<file path="src/rtl/axi4_pkg.sv">
// Shared AXI4 constants and FSM state encodings for the default-slave block.
// Latency: n/a (declarations only).
// Backpressure: n/a (declarations only).
//
// Contents:
//   RESP_OKAY / RESP_DECERR : AXI response codes
//   wr_state_t              : write-channel FSM encoding (idle, data, response)
//   rd_state_t              : read-channel FSM encoding (idle, data)
//   BEAT_CNT_WIDTH          : width of the read burst beat counter (AXI4 arlen)
package axi4_pkg;

    localparam logic [1:0] RESP_OKAY   = 2'b00;
    localparam logic [1:0] RESP_DECERR = 2'b11;

    localparam int BEAT_CNT_WIDTH = 8;

    typedef enum logic [1:0] {
        WR_IDLE = 2'd0,
        WR_DATA = 2'd1,
        WR_RESP = 2'd2
    } wr_state_t;

    typedef enum logic {
        RD_IDLE = 1'b0,
        RD_DATA = 1'b1
    } rd_state_t;

endpackage

</file>
<file path="src/rtl/axi4_default_slave_rd.sv">
// Read engine of the default slave: accepts one AR, returns arlen+1 DECERR beats with zero data.
// Latency: first rvalid the cycle after the AR handshake, then one beat per cycle while rready=1.
// Backpressure: rready low holds the current beat (rid/rlast/rresp/rdata) unchanged; AR is only
//               accepted in idle, so a new burst waits until the last beat has been taken.
//
// Ports:
//   aclk, areset                : clock, synchronous active-high reset
//   arid, arlen, arvalid/arready: AR channel (address is not needed, so it is not a port)
//   rid, rdata, rresp, rlast,
//   rvalid/rready               : R channel
//   last_hs                     : pulses in the cycle where the rlast beat is handshaken
module axi4_default_slave_rd
    import axi4_pkg::*;
#(
    parameter int ID_WIDTH   = 4,
    parameter int DATA_WIDTH = 32
) (
    input  logic                  aclk,
    input  logic                  areset,
    input  logic [ID_WIDTH-1:0]   arid,
    input  logic [7:0]            arlen,
    input  logic                  arvalid,
    output logic                  arready,
    output logic [ID_WIDTH-1:0]   rid,
    output logic [DATA_WIDTH-1:0] rdata,
    output logic [1:0]            rresp,
    output logic                  rlast,
    output logic                  rvalid,
    input  logic                  rready,
    output logic                  last_hs
);

    rd_state_t                 state;
    rd_state_t                 state_nxt;
    logic [BEAT_CNT_WIDTH-1:0] beat_cnt;
    logic [ID_WIDTH-1:0]       captured_id;

    // Counter holds the number of beats still to send after the current one,
    // so zero marks the final beat.
    logic cnt_zero;
    assign cnt_zero = (beat_cnt == '0);

    // State register plus the per-burst datapath registers.
    always_ff @(posedge aclk) begin
        if (areset) begin
            state       <= RD_IDLE;
            beat_cnt    <= '0;
            captured_id <= '0;
        end else begin
            state <= state_nxt;
            if (state == RD_IDLE) begin
                if (arvalid) begin
                    beat_cnt    <= arlen;
                    captured_id <= arid;
                end
            end else if (rready && !cnt_zero) begin
                beat_cnt <= beat_cnt - 1'b1;
            end
        end
    end

    // Next-state logic.
    always_comb begin
        state_nxt = state;
        if (state == RD_IDLE) begin
            if (arvalid) begin
                state_nxt = RD_DATA;
            end
        end else begin
            if (rready && cnt_zero) begin
                state_nxt = RD_IDLE;
            end
        end
    end

    // Outputs decode only registered state, so nothing on the R/AR outputs
    // depends combinationally on any input.
    always_comb begin
        arready = (state == RD_IDLE);
        rvalid  = (state == RD_DATA);
        rlast   = (state == RD_DATA) && cnt_zero;
        rresp   = (state == RD_DATA) ? RESP_DECERR : RESP_OKAY;
        rid     = captured_id;
        rdata   = '0;
    end

    // Internal strobe for the completion counter in the parent.
    assign last_hs = rvalid && rready && rlast;

endmodule

</file>
<file path="src/rtl/axi4_default_slave.sv">
// AXI4 default slave: terminates unmapped/erroneous transactions with DECERR and counts them.
// Latency: wready 1 cycle after AW, bvalid 1 cycle after wlast beat, rvalid 1 cycle after AR.
// Backpressure: bready/rready low hold B/R stable; AW/AR/W are accepted only in the matching state.
//
// Ports:
//   aclk, areset                    : clock, synchronous active-high reset
//   awid, awvalid/awready           : AW channel (address not needed)
//   wlast, wvalid/wready            : W channel (data/strobes discarded, so not ports)
//   bid, bresp, bvalid/bready       : B channel
//   arid, arlen, arvalid/arready    : AR channel
//   rid, rdata, rresp, rlast,
//   rvalid/rready                   : R channel
//   decerr_count                    : saturating count of completed DECERR transactions
module axi4_default_slave
    import axi4_pkg::*;
#(
    parameter int ID_WIDTH   = 4,
    parameter int DATA_WIDTH = 32,
    parameter int CNT_WIDTH  = 16
) (
    input  logic                  aclk,
    input  logic                  areset,
    input  logic [ID_WIDTH-1:0]   awid,
    input  logic                  awvalid,
    output logic                  awready,
    input  logic                  wlast,
    input  logic                  wvalid,
    output logic                  wready,
    output logic [ID_WIDTH-1:0]   bid,
    output logic [1:0]            bresp,
    output logic                  bvalid,
    input  logic                  bready,
    input  logic [ID_WIDTH-1:0]   arid,
    input  logic [7:0]            arlen,
    input  logic                  arvalid,
    output logic                  arready,
    output logic [ID_WIDTH-1:0]   rid,
    output logic [DATA_WIDTH-1:0] rdata,
    output logic [1:0]            rresp,
    output logic                  rlast,
    output logic                  rvalid,
    input  logic                  rready,
    output logic [CNT_WIDTH-1:0]  decerr_count
);

    // ------------------------------------------------------------------
    // Write FSM: idle -> swallow beats until wlast -> DECERR response.
    // ------------------------------------------------------------------
    wr_state_t           wr_state;
    wr_state_t           wr_state_nxt;
    logic [ID_WIDTH-1:0] captured_awid;

    always_ff @(posedge aclk) begin
        if (areset) begin
            wr_state      <= WR_IDLE;
            captured_awid <= '0;
        end else begin
            wr_state <= wr_state_nxt;
            if (wr_state == WR_IDLE && awvalid) begin
                captured_awid <= awid;
            end
        end
    end

    always_comb begin
        wr_state_nxt = wr_state;
        case (wr_state)
            WR_IDLE: if (awvalid)          wr_state_nxt = WR_DATA;
            WR_DATA: if (wvalid && wlast)  wr_state_nxt = WR_RESP;
            WR_RESP: if (bready)           wr_state_nxt = WR_IDLE;
            default:                       wr_state_nxt = WR_IDLE;
        endcase
    end

    always_comb begin
        awready = (wr_state == WR_IDLE);
        wready  = (wr_state == WR_DATA);
        bvalid  = (wr_state == WR_RESP);
        bresp   = (wr_state == WR_RESP) ? RESP_DECERR : RESP_OKAY;
        bid     = captured_awid;
    end

    // ------------------------------------------------------------------
    // Read engine.
    // ------------------------------------------------------------------
    logic r_last_hs;

    axi4_default_slave_rd #(
        .ID_WIDTH   (ID_WIDTH),
        .DATA_WIDTH (DATA_WIDTH)
    ) u_rd (
        .aclk    (aclk),
        .areset  (areset),
        .arid    (arid),
        .arlen   (arlen),
        .arvalid (arvalid),
        .arready (arready),
        .rid     (rid),
        .rdata   (rdata),
        .rresp   (rresp),
        .rlast   (rlast),
        .rvalid  (rvalid),
        .rready  (rready),
        .last_hs (r_last_hs)
    );

    // ------------------------------------------------------------------
    // Completion counter. A write and a read can finish in the same cycle,
    // so the increment is 0..2; one extra sum bit detects overflow and the
    // result clamps to all-ones instead of wrapping.
    // ------------------------------------------------------------------
    logic                 b_hs;
    logic [1:0]           cnt_inc;
    logic [CNT_WIDTH:0]   cnt_sum;

    assign b_hs    = bvalid && bready;
    assign cnt_inc = {1'b0, b_hs} + {1'b0, r_last_hs};
    assign cnt_sum = {1'b0, decerr_count} + {{(CNT_WIDTH-1){1'b0}}, cnt_inc};

    always_ff @(posedge aclk) begin
        if (areset) begin
            decerr_count <= '0;
        end else if (cnt_sum[CNT_WIDTH]) begin
            decerr_count <= '1;
        end else begin
            decerr_count <= cnt_sum[CNT_WIDTH-1:0];
        end
    end

endmodule

</file>
<file path="config.mk">
export PLATFORM = sky130hd
export DESIGN_NAME = axi4_default_slave
export DESIGN_NICKNAME = d
export VERILOG_FILES = /design/src/rtl/axi4_pkg.sv /design/src/rtl/axi4_default_slave_rd.sv /design/src/rtl/axi4_default_slave.sv
export SDC_FILE = /design/constraint.sdc
export NUM_CORES = 1
export LEC_CHECK = 0
export BUFFER_PORTS_ARGS = -buffer_cell sky130_fd_sc_hd__buf_2
export CORE_ASPECT_RATIO = 1.75
export CORE_MARGIN = 3
export CORE_UTILIZATION = 47
export DETAILED_ROUTE_END_ITERATION = 8
export HOLD_SLACK_MARGIN = 0.1
export PLACE_DENSITY_LB_ADDON = 0.12
export SYNTH_ARGS = -nofsm -noshare
export SYNTH_HDL_FRONTEND = slang
export SYNTH_SLANG_ARGS = --single-unit
</file>
<file path="constraint.sdc">
create_clock -name aclk -period 3.2 [get_ports aclk]
set_clock_uncertainty 0.1 [all_clocks]
set_input_delay 0 -clock aclk [delete_from_list [all_inputs] [get_ports aclk]]
set_output_delay 0 -clock aclk [all_outputs]
set_load 0.03 [all_outputs]
</file>
==> reports/qor.txt <==
die area - 0.00520 mm^2
Max-Cap Viols - 0
Max clock buf depth - 2
vias per inst - 5.05
worst endpoint required time - 3.31 ns
area leader, netlist - dfxtp_1
IO Port Bufs - 57
Hold Path End - u_rd.rid[2]
Die X - 55.8 um
antenna viol nets, final - 0
RR Endpoint - decerr_count[1]
fmax - 351 MHz
most frequent cells in the layout - buf_2 (57), dfxtp_1 (35), conb_1 (32), a21oi_1 (25), dlygate4sd3_1 (23)
I/O pin count - 90
n_diodes - 0
Mapped Area - 0.00204 mm^2
CP Cell Sequence - inv_1, ha_1, nor3b_2, and2_1, and3_1, fa_1, ha_1, nand4_1, nor3_4, nand3_2, a21oi_1
CP Launch Type - flip-flop
Seq/Total Area, Yosys - 0.343
Final WS setup - 0.352 ns
slew at the pin closest to its max-slew limit - 0.718 ns
post-synthesis xor/xnor area fraction - 0.0258
DRT Pass-1 Iters - 4
post-layout min period - 2.85 ns
dpl ws - 0.208 ns
DR vias - 1887
dominant synthesized flop cell - dfxtp_1
Critical Path AT - 2.95 ns
Clk pin slew, worst setup/hold paths - 0.07 ns
DRT iter0 DRCs - 61
Hold Path Cell Cnt - 4
Clk Latency, worst-skew pair - 0.28 ns
largest family of logic cells by synthesized area - simple AND/OR/NAND/NOR gates
peak supply drop - 0.000427 V
Post-Syn Instances - 247
share of layout cells above drive strength 1 - 0.243
PD cells - 438 mW/mm^2
hpwl dp - 3410 um
Synth Register Bits - 35
Total GRT Usage - 0.193
H-tree levels - 2
Die Y - 93.2 um
CP most frequent cell - ha_1
Post-Synth Simple-Gate Area - 0.256
Synth Area in Compound Gates - 0.151
CTS tree - yes
total wire length - 5010 um
run status - finished, final reports clean
warning count from the yosys run - 0
cts bufs inserted - 5
post-synthesis mux area share - 0.0245
Final Cycle Share - 0.890
final net count - 352
total negative slack - 0 ns
leakage - 1.19 nW
first-pass GRT wire length - 8090 um
RSZ-0062 raised after global routing - false
Worst path max stage delay - 0.35 ns
top cells by area, synth - dfxtp_1 (34%), buf_4 (13%), a21oi_1 (6.1%)
asr flop ratio synth - 0
Crit Path Class - flip-flop to flip-flop
row count - 31
Crit Path Max Fanout - 10
Worst path top cell family by delay - simple AND/OR/NAND/NOR gates
Syn Area/Cell - 8.26 um^2
Root Driver - clkbuf_8
final count of hold timing violations - 0
Pins Over Slew Limit - 0
largest net degree at the start of global routing - 41
vias in the first global route - 1729
CORE AREA - 0.00415 mm^2
Worst Reg-to-Reg Cells - 11
EDFF count, synth - 0
critical path's slowest cell - dfxtp_1
# setup viols final - 0
drc violations - 0
initial antenna violation count - 0
GP Congestion - 0.760
adder-cell area share of the yosys netlist - 0.0282
most common cell after layout, fill and taps aside - buf_2
Layout area overhead - 26.0%
average routed wire per standard cell - 13.4 um
GRT overflow - 0
reg2reg setup slack - 0.35 ns
critical path endpoint category - flip-flop
starting density of the core - 0.492
worst r2r src - u_rd.beat_cnt[0]
Unique masters post-synth - 43
worst hold path type - input pin to flip-flop
HP Start - arvalid
Yosys top cell area share - 0.343
worst relative slew slack - 0.522
Hold WS - 0.163 ns
CTS sink count - 35
WP buf/inv - 1
## flip-flops by register name, indices dropped and copies added, names as in the netlist
name           cells
u_rd.beat_cnt      8
decerr_count      16
wr_state           2
u_rd.rid           4
bid                4
u_rd.rvalid        1
## synthesized netlist by cell type (2+ instances only)
cell       instances
ha_1               3
nand2_1           18
nand4_1            3
nor2_1            21
buf_4             36
and3_1             4
inv_1             11
a2bb2oi_1          2
nand3_2            2
nand3_1           10
clkbuf_1           9
nand2b_1           5
nor3_1             9
mux2i_1            5
nor4_2             2
and4_1             2
nor4_1             3
xnor2_1            5
a31o_2             2
nor2b_1            5
and2_1             3
dfxtp_1           35
o32ai_1            5
o211a_1            2
a21oi_1           25
a31oi_1            3
## stage by stage
stage          cell area, um^2  cells  power [mW]   util
2_1_floorplan             2160    278       0.728      -
3_3_place_gp              2210    341       0.762  0.534
3_5_place_dp              2210    341       0.761  0.534
4_1_cts                   2540    372        1.14  0.613
5_1_grt                   2570    374        1.18  0.620
6_report                  2570    374        1.13  0.620
## how the worst max path moves through the flow
stage                                   to              from  cells after the start  slack [ns]
final                      decerr_count[1]  u_rd.beat_cnt[0]                     11        0.35
after global routing       decerr_count[1]  u_rd.beat_cnt[0]                     11        0.04
after CTS                  decerr_count[1]  u_rd.beat_cnt[0]                     11        0.18
after detailed placement   decerr_count[1]  u_rd.beat_cnt[0]                     11        0.21
after global placement     decerr_count[0]  u_rd.beat_cnt[0]                     11        0.35
after floorplan           decerr_count[15]       wr_state[1]                      8        0.59
## final cells by class
cell class | instances | area, um^2
well taps | 49 | 61.3
inverters | 11 | 41.3
flip-flops and latches | 35 | 701
multi-input cells | 187 | 1120
clock buffers | 8 | 100
repair buffers | 84 | 546
fillers | 397 | 1580
## repair_timing
item                                    CTS  global route
hold endpoints to repair                 19             0
hold buffers                             23             0
endpoints found under the setup margin    0            12
buffers inserted                          0             2
gates resized for setup                   0             2
## layer usage
layer,vias up,routed length (um),GRT usage
met5,-,0,0
met4,0,95,0.0832
met3,8,210,0.0359
met2,54,2790,0.356
met1,872,1920,0.211
li1,953,-,-
## where the power goes
group          switching [mW]  internal, mW  total, mW
clock                   0.151         0.196      0.347
combinational           0.189         0.109      0.298
sequential             0.0230         0.458      0.481
total                   0.363         0.763       1.13
## logic make-up after synthesis
group,count (synthesis)
adders and majority gates,4
and+or+nand+nor,93
AOI/OAI and AO/OA,47
other,1
buffers and inverters,56
xor gates and xnor gates,6
DFF,35
muxes,5
## worst register-to-register path, stage by stage (launching register included)
cell and delay, ns:
dfxtp_1 0.35, inv_1 0.11, ha_1 0.14, nor3b_2 0.23, and2_1 0.18, and3_1 0.17
fa_1 0.22, ha_1 0.22, nand4_1 0.30, nor3_4 0.28, nand3_2 0.25, a21oi_1 0.21
Note: power is estimated with default switching activity, not from simulation.
